$ cat config.mk
export PLATFORM = sky130hd
export DESIGN_NAME = ps2_keymatrix_flat
export DESIGN_NICKNAME = d
export VERILOG_FILES = /design/src/rtl/ps2_keymatrix_if.sv /design/src/rtl/ps2_keymatrix.sv /design/src/flat_wrapper.sv
export SDC_FILE = /design/constraint.sdc
export NUM_CORES = 1
export LEC_CHECK = 0
export CORE_MARGIN = 10
export CORE_UTILIZATION = 24
export CTS_CLUSTER_DIAMETER = 40
export DETAILED_ROUTE_END_ITERATION = 16
export HOLD_SLACK_MARGIN = 0.02
export PLACE_DENSITY_LB_ADDON = 0.2
export SYNTH_ARGS = -nofsm -noshare
export SYNTH_HDL_FRONTEND = slang
export SYNTH_SLANG_ARGS = --single-unit
$ cat constraint.sdc
create_clock -name clock -period 5.6 [get_ports clock]
set_clock_uncertainty 0.1 [all_clocks]
set_input_delay 0.56 -clock clock [delete_from_list [all_inputs] [get_ports clock]]
set_output_delay 0.56 -clock clock [all_outputs]
set_load 0.05 [all_outputs]
$ cat src/rtl/ps2_keymatrix_if.sv
// Keyboard event port: the CPU pops raw {ext, brk, code} events from the
// front end's queue and sees the sticky overflow flag.
interface ps2_keymatrix_if;
  logic       fifo_rd;
  logic       fifo_valid;
  logic [9:0] fifo_data;
  logic       overflow;

  modport master (output fifo_rd, input fifo_valid, fifo_data, overflow);
  modport slave  (input fifo_rd, output fifo_valid, fifo_data, overflow);
endinterface

$ cat src/rtl/ps2_keymatrix.sv
// PS/2 keyboard front end: frame receiver, E0/F0/E1 decoder, keymap ROM lookup
// into an active-low ROWS x COLS key matrix, raw event FIFO and hotkey requests.
//
// state  | meaning
// IDLE   | waiting for a decoded event; map_addr shows it while it is taken
// LOOKUP | keymap ROM data for the event is latched
// APPLY  | valid entries write brk into the addressed matrix keys
module ps2_keymatrix #(
  parameter int ROWS    = 8,
  parameter int COLS    = 5,
  parameter int TIMEOUT = 2000,
  parameter int DEPTH   = 8,
  localparam int RB = (ROWS > 2) ? $clog2(ROWS) : 1,
  localparam int CB = (COLS > 2) ? $clog2(COLS) : 1,
  localparam int EW = 1 + RB + CB
) (
  input  logic              clock,
  input  logic              reset,
  input  logic              ce,
  input  logic [1:0]        ps2,
  input  logic [ROWS-1:0]   a,
  output logic [COLS-1:0]   dout,
  output logic [8:0]        map_addr,
  input  logic [2*EW-1:0]   map_data,
  ps2_keymatrix_if.slave    fifo,
  output logic [7:0]        err_count,
  output logic              reset_req,
  output logic              boot_req,
  output logic              nmi_req
);
  localparam int TW = $clog2(TIMEOUT + 1);
  localparam int AW = $clog2(DEPTH);

  typedef enum logic [1:0] {IDLE, LOOKUP, APPLY} state_t;

  logic [7:0]    sr;
  logic          armed, dat, stb;
  logic [3:0]    cnt;
  logic [7:0]    sh;
  logic          par, rx_vld;
  logic [TW-1:0] tmr;
  logic          ext, brk, slot_full, take, push, pop, wr, full, empty, ovf;
  logic [2:0]    skip;
  logic [9:0]    slot, ev_q;
  logic [8:0]    addr_q;
  logic [2*EW-1:0] ent;
  state_t        state, nxt;
  logic [ROWS-1:0][COLS-1:0] key;
  logic [1:0]    hit;
  logic [1:0][RB-1:0] er;
  logic [1:0][CB-1:0] ec;
  logic [9:0]    mem [DEPTH];
  logic [AW:0]   wp, rp;
  logic f5, f11, f12, ctrl_l, ctrl_r, alt_l, alt_r, del, bs;

  // A bit is strobed once the sampled PS/2 clock has been high 8 samples, then low 8.
  assign stb = ce & armed & (sr == 8'h00);

  always_ff @(posedge clock or posedge reset) begin
    if (reset) begin
      sr <= '0; armed <= 1'b0; dat <= 1'b1;
    end else if (ce) begin
      sr  <= {sr[6:0], ps2[0]};
      dat <= ps2[1];
      if (sr == 8'hFF)
        armed <= 1'b1;
      else if (stb)
        armed <= 1'b0;
    end
  end

  always_ff @(posedge clock or posedge reset) begin
    if (reset) begin
      cnt <= '0; sh <= '0; par <= 1'b0; rx_vld <= 1'b0; tmr <= '0; err_count <= '0;
    end else if (ce) begin
      rx_vld <= 1'b0;
      if (stb) begin
        tmr <= TW'(TIMEOUT - 1);
        case (cnt)
          4'd0: if (!dat) cnt <= 4'd1;
          4'd9: begin par <= dat; cnt <= 4'd10; end
          4'd10: begin
            cnt <= 4'd0;
            if (dat && (^{sh, par}))
              rx_vld <= 1'b1;
            else if (err_count != 8'hFF)
              err_count <= err_count + 8'd1;
          end
          default: begin sh <= {dat, sh[7:1]}; cnt <= cnt + 4'd1; end
        endcase
      end else if (cnt != 4'd0) begin
        if (tmr == '0) begin
          cnt <= 4'd0;
          if (err_count != 8'hFF) err_count <= err_count + 8'd1;
        end else begin
          tmr <= tmr - TW'(1);
        end
      end
    end
  end

  // sh still holds the accepted byte here; the next frame cannot shift in yet.
  always_ff @(posedge clock or posedge reset) begin
    if (reset) begin
      ext <= 1'b0; brk <= 1'b0; skip <= '0; slot <= '0; slot_full <= 1'b0;
    end else if (ce) begin
      if (take) slot_full <= 1'b0;
      if (rx_vld) begin
        if (skip != 3'd0)       skip <= skip - 3'd1;
        else if (sh == 8'hE1)   skip <= 3'd7;
        else if (sh == 8'hE0)   ext <= 1'b1;
        else if (sh == 8'hF0)   brk <= 1'b1;
        else begin
          slot <= {ext, brk, sh}; slot_full <= 1'b1; ext <= 1'b0; brk <= 1'b0;
        end
      end
    end
  end

  always_comb begin
    nxt  = state;
    take = 1'b0;
    case (state)
      IDLE:    if (slot_full) begin take = 1'b1; nxt = LOOKUP; end
      LOOKUP:  nxt = APPLY;
      APPLY:   nxt = IDLE;
      default: nxt = IDLE;
    endcase
  end

  assign push = ce & take;
  // The ROM sees the address in the same clock the event is taken, so its data is ready in LOOKUP.
  assign map_addr = (state == IDLE && slot_full) ? {slot[9], slot[7:0]} : addr_q;

  always_comb begin
    for (int i = 0; i < 2; i++) begin
      ec[i]  = ent[i*EW +: CB];
      er[i]  = ent[i*EW + CB +: RB];
      hit[i] = ent[i*EW + EW - 1] && (32'(er[i]) < ROWS) && (32'(ec[i]) < COLS);
    end
  end

  always_ff @(posedge clock or posedge reset) begin
    if (reset) begin
      state <= IDLE; addr_q <= '0; ev_q <= '0; ent <= '0; key <= '1;
    end else if (ce) begin
      state <= nxt;
      if (push) begin addr_q <= {slot[9], slot[7:0]}; ev_q <= slot; end
      if (state == LOOKUP) ent <= map_data;
      if (state == APPLY)
        for (int i = 0; i < 2; i++)
          if (hit[i]) key[er[i]][ec[i]] <= ev_q[8];
    end
  end

  always_comb begin
    dout = '1;
    for (int r = 0; r < ROWS; r++)
      for (int c = 0; c < COLS; c++)
        dout[c] = dout[c] & (a[r] | key[r][c]);
  end

  assign empty = (wp == rp);
  assign full  = (wp[AW] != rp[AW]) && (wp[AW-1:0] == rp[AW-1:0]);
  assign pop   = ce & fifo.fifo_rd & ~empty;
  assign wr    = push & (~full | pop);
  assign fifo.fifo_valid = ~empty;
  assign fifo.fifo_data  = mem[rp[AW-1:0]];
  assign fifo.overflow   = ovf;

  always_ff @(posedge clock) begin
    if (wr) mem[wp[AW-1:0]] <= slot;
  end

  always_ff @(posedge clock or posedge reset) begin
    if (reset) begin
      wp <= '0; rp <= '0; ovf <= 1'b0;
    end else begin
      if (wr)  wp <= wp + 1'b1;
      if (pop) rp <= rp + 1'b1;
      if (push && !wr) ovf <= 1'b1;
    end
  end

  always_ff @(posedge clock or posedge reset) begin
    if (reset) begin
      f5 <= 1'b0; f11 <= 1'b0; f12 <= 1'b0; ctrl_l <= 1'b0; ctrl_r <= 1'b0;
      alt_l <= 1'b0; alt_r <= 1'b0; del <= 1'b0; bs <= 1'b0;
      nmi_req <= 1'b0; reset_req <= 1'b0; boot_req <= 1'b0;
    end else if (ce) begin
      if (push) begin
        case ({slot[9], slot[7:0]})
          9'h003:  f5     <= ~slot[8];
          9'h078:  f11    <= ~slot[8];
          9'h007:  f12    <= ~slot[8];
          9'h014:  ctrl_l <= ~slot[8];
          9'h114:  ctrl_r <= ~slot[8];
          9'h011:  alt_l  <= ~slot[8];
          9'h111:  alt_r  <= ~slot[8];
          9'h171:  del    <= ~slot[8];
          9'h066:  bs     <= ~slot[8];
          default: ;
        endcase
      end
      nmi_req   <= f5;
      reset_req <= f12 & (ctrl_l | ctrl_r | alt_l | alt_r | del);
      boot_req  <= f11 & (ctrl_l | ctrl_r | alt_l | alt_r | bs);
    end
  end
endmodule

$ cat src/flat_wrapper.sv
// flat-port wrapper written by rule: the top's interface ports become plain ports
module ps2_keymatrix_flat 
#(
  parameter int ROWS    = 8,
  parameter int COLS    = 5,
  parameter int TIMEOUT = 2000,
  parameter int DEPTH   = 8,
  localparam int RB = (ROWS > 2) ? $clog2(ROWS) : 1,
  localparam int CB = (COLS > 2) ? $clog2(COLS) : 1,
  localparam int EW = 1 + RB + CB
)
  (clock, reset, ce, ps2, a, dout, map_addr, map_data, err_count, reset_req, boot_req, nmi_req, fifo_fifo_rd, fifo_fifo_valid, fifo_fifo_data, fifo_overflow);
  ps2_keymatrix_if fifo_i ();
  input  logic clock;
  input  logic reset;
  input  logic ce;
  input  logic [1:0] ps2;
  input  logic [ROWS-1:0] a;
  output logic [COLS-1:0] dout;
  output logic [8:0] map_addr;
  input  logic [2*EW-1:0] map_data;
  output logic [7:0] err_count;
  output logic reset_req;
  output logic boot_req;
  output logic nmi_req;
  input wire logic [$bits(fifo_i.fifo_rd)-1:0] fifo_fifo_rd;
  output wire logic [$bits(fifo_i.fifo_valid)-1:0] fifo_fifo_valid;
  output wire logic [$bits(fifo_i.fifo_data)-1:0] fifo_fifo_data;
  output wire logic [$bits(fifo_i.overflow)-1:0] fifo_overflow;
  assign fifo_i.fifo_rd = fifo_fifo_rd;
  assign fifo_fifo_valid = fifo_i.fifo_valid;
  assign fifo_fifo_data = fifo_i.fifo_data;
  assign fifo_overflow = fifo_i.overflow;
  ps2_keymatrix #(.ROWS(ROWS), .COLS(COLS), .TIMEOUT(TIMEOUT), .DEPTH(DEPTH)) u_core (.clock(clock), .reset(reset), .ce(ce), .ps2(ps2), .a(a), .dout(dout), .map_addr(map_addr), .map_data(map_data), .fifo(fifo_i), .err_count(err_count), .reset_req(reset_req), .boot_req(boot_req), .nmi_req(nmi_req));
endmodule
==> flow_metrics.py <==
metrics = {
    "worst_setup_path": {
        "cp_cell_sequence": "buf_4, mux4_2, mux2_2, clkdlybuf4s50_1",
        "start_kind": "register",
        "worstSetupPathType": "register to primary output",
        "required_ns": 4.94,
        "worstPathArrival_ns": 3.32,
        "max_stage_delay_ns": 0.82,
        "crit_slowest_cell": "dfrtp_1",
        "crit_fanout": 13,
        "endpoint_kind": "primary output",
    },
    "cells_and_area": {
        "area_growth_pct": 26.6,
        "layout-drive-gt1-share": 0.296,
        "nFillCells": 4168,
        "final_util": 0.309,
        "layout.nets": 909,
        "diodes": 0,
        "final_cells": 1444,
        "postLayoutCellArea_mm2": 0.0130,
    },
    "flow_run": {
        "drv_cap": 0,
    },
    "floorplan": {
        "fp.dieW_um": 227,
        "num_rows": 75,
        "coreArea_mm2": 0.0421,
        "ios": 65,
        "start_util": 0.244,
        "dieArea_mm2": 0.0516,
        "fp.dieH_um": 227,
    },
    "clock_network": {
        "cts.path.max_buffers": 3,
        "worstSkewPairLatency_ns": 0.54,
        "htree_levels": 2,
        "cts_root_buf": "clkbuf_16",
        "clock-sinks": 226,
        "cts_tree": "done",
        "cts.clk_slew.worst_paths_ns": 0.05,
        "cts-buffers-inserted": 43,
        "cts-resized-gates": 0,
        "cts_setup_buffers": 0,
        "cts_hold_buf": 0,
    },
    "synth": {
        "syn_inst": 782,
        "synth_top_area_share": 0.255,
        "seq_area_frac_synth": 0.593,
        "synth_edf_count": 80,
        "syn_area_mm2": 0.0103,
        "ys_async_sr_fraction": 0.646,
        "synth_top_area_cell": "dfrtp_1",
        "synth_top_cells_by_area": "dfrtp_1, edfxtp_1, mux2_2",
        "ys_warn_count": 0,
        "ys_seq_elements": 226,
        "synth_ff_type": "dfrtp_1",
        "synth_fp_nets": 821,
        "synth.avg_cell_area_um2": 13.2,
        "yosysUniqueCellTypes": 52,
    },
    "route": {
        "dr.pass1.iters": 5,
        "viasPerCell": 4.62,
        "totalWireLength_mm": 25.8,
        "drc": 0,
        "drt-wirelength-per-cell_um": 17.9,
        "vias": 6678,
        "final_antenna_net_count": 0,
        "drt_iter0_markers": 502,
    },
    "timing": {
        "hold_ws_ns": 0.219,
        "setup_viol": 0,
        "clock.fmax_mhz": 251,
        "slew-limit-headroom": 0.253,
        "worst_pin_slew_ns": 1.12,
        "hold_violations": 0,
        "rsz0062_at_grt": "false",
        "fin_crit_sh": 0.711,
        "slew_violations": 0,
        "finalSetupTns_ns": 0,
        "period_needed_ns": 3.98,
    },
    "placed_design": {
        "place.gp.congestion": 0.806,
        "numPortBuffers": 64,
        "dp.cells": 1364,
        "dp_hpwl_mm": 17.7,
        "post_dp_cell_area_mm2": 0.0116,
    },
    "power": {
        "swShare": 0.292,
        "intPower_mw": 3.82,
        "p_per_area_mw_per_mm2": 413,
        "irDropWorstVdd_uv": 180,
        "p_sw_mw": 1.57,
        "seqPwrFrac": 0.358,
        "p_comb_frac": 0.168,
        "cellLeakagePower_nw": 4.97,
        "power_frac_clock": 0.474,
    },
    "outcome": {
        "status": "finished, final reports clean",
    },
    "global_routing": {
        "grt_antenna_before_repair": 0,
        "grt_pass1_vias": 6935,
        "grt_pass1_wl_mm": 40.8,
        "grt.total_usage": 0.102,
        "grt_overflow": 0,
        "grt_max_degree": 71,
    },
    "min_path": {
        "hold_class": "input port to asynchronous set/reset pin",
    },
}
==> power by group through the flow <==
| stage | clock network, mW | logic [mW] | registers [mW] |
|---|---|---|---|
| floorplan | 0 | 0.699 | 1.88 |
| global placement | 0 | 0.919 | 1.96 |
| detailed placement | 0 | 0.919 | 1.96 |
| CTS | 2.64 | 0.923 | 1.93 |
| global route | 2.72 | 0.983 | 1.95 |
| finish | 2.55 | 0.905 | 1.93 |
==> registers in the layout, summed over array words and instances, names as in the netlist, 8 cells and up <==
| name | flops |
|---|---|
| u_core.addr_q | 9 |
| u_core.ent | 14 |
| u_core.err_count | 8 |
| u_core.key | 40 |
| u_core.mem | 80 |
| u_core.sh | 8 |
| u_core.slot | 10 |
| u_core.sr | 8 |
| u_core.tmr | 11 |
==> synth_stat cells, types with 3 or more instances <==
cell type,number
inv_1,23
a21oi_1,9
ha_1,11
nor3b_1,3
nand3b_1,5
nor2_1,35
nand4b_1,3
nand3_1,18
nor4b_1,3
or3b_2,3
o41ai_1,3
xnor2_1,19
nor2b_1,9
o22ai_1,61
nand4_1,10
or3_1,4
nor3_1,8
nor4_1,10
mux2_2,113
mux4_2,20
nand2_1,77
mux2i_1,8
dfrtp_1,105
edfxtp_1,80
clkbuf_1,25
dfstp_2,41
xor2_1,10
nand2b_1,10
and3_1,5
o21ai_0,23
==> metal layers <==
metal  global-route usage  up-vias  share of wire
met1                0.139     3343           0.49
li1                     -     3137              -
met4               0.0350        0          0.022
met3               0.0282       43          0.055
met5                    0        -              0
met2                0.151      155           0.43
==> final timing paths <==
check | from | end | slack (ns) | cells after the start
worst max-delay path | u_core.rp[0] | fifo_fifo_data[9] | 1.62 | 4
worst min-delay path | reset | u_core.ent[11] | 0.22 | 2
worst max register to register | u_core.rp[1] | u_core.mem[7][2] | 2.33 | 5
worst min register to register | u_core.ctrl_r | u_core.ctrl_r | 0.38 | 2
max in group asynchronous | reset | u_core.boot_req | 4.04 | 3
min in group clock | u_core.ctrl_r | u_core.ctrl_r | 0.38 | 2
==> cells by family after synthesis <==
group	share of synthesized area
AO/OA/AOI/OAI	0.0698
XOR/XNOR	0.0270
adder cells (fa/ha/maj)	0.0134
buffers and inverters	0.0199
flip-flops	0.593
multiplexers	0.175
AND/OR/NAND/NOR	0.101
==> cell usage in the layout, fill, tap and decap left out, types with 4 or more instances in the layout <==
cell,count
nand4_1,10
mux4_2,20
clkinvlp_4,8
nand3_1,18
dfrtp_1,105
inv_1,22
clkinv_4,4
nand3b_1,5
nor2b_1,9
o21ai_0,23
nand2_1,77
a21oi_1,9
buf_4,9
clkinv_2,4
nor4_1,10
mux2i_1,8
inv_6,9
and3_1,5
clkdlybuf4s50_1,64
clkbuf_16,44
nand2b_1,10
xor2_1,10
o22ai_1,61
xnor2_1,19
nor3_1,8
dfstp_2,41
or3_1,4
nor2_1,34
mux2_2,113
edfxtp_1,80
ha_1,11
==> critical path: cells and delay by family, from the launching register on <==
| family | cells | cell delay, ns |
|---|---|---|
| DFF | 1 | 0.82 |
| muxes | 2 | 0.85 |
| buffers and inverters | 2 | 1.11 |
==> final cells by class <==
| cell class | instances | area, µm² | area share |
|---|---|---|---|
| clock buffer | 47 | 1130 | 0.0869 |
| clock inverter | 33 | 325 | 0.0250 |
| inverter | 23 | 91.3 | 0.00701 |
| multi-input combinational | 503 | 3990 | 0.306 |
| sequential | 226 | 6110 | 0.469 |
| tap | 539 | 674 | 0.0518 |
| timing repair buffer | 73 | 708 | 0.0544 |
==> per-stage QoR <==
stage	setup WS [ns]	total power, mW
floorplan	1.08	2.58
global placement	1.62	2.88
detailed placement	1.62	2.88
CTS	1.49	5.50
global route	1.39	5.65
finish	1.62	5.39
No activity file was read; power rests on OpenSTA's default activity.
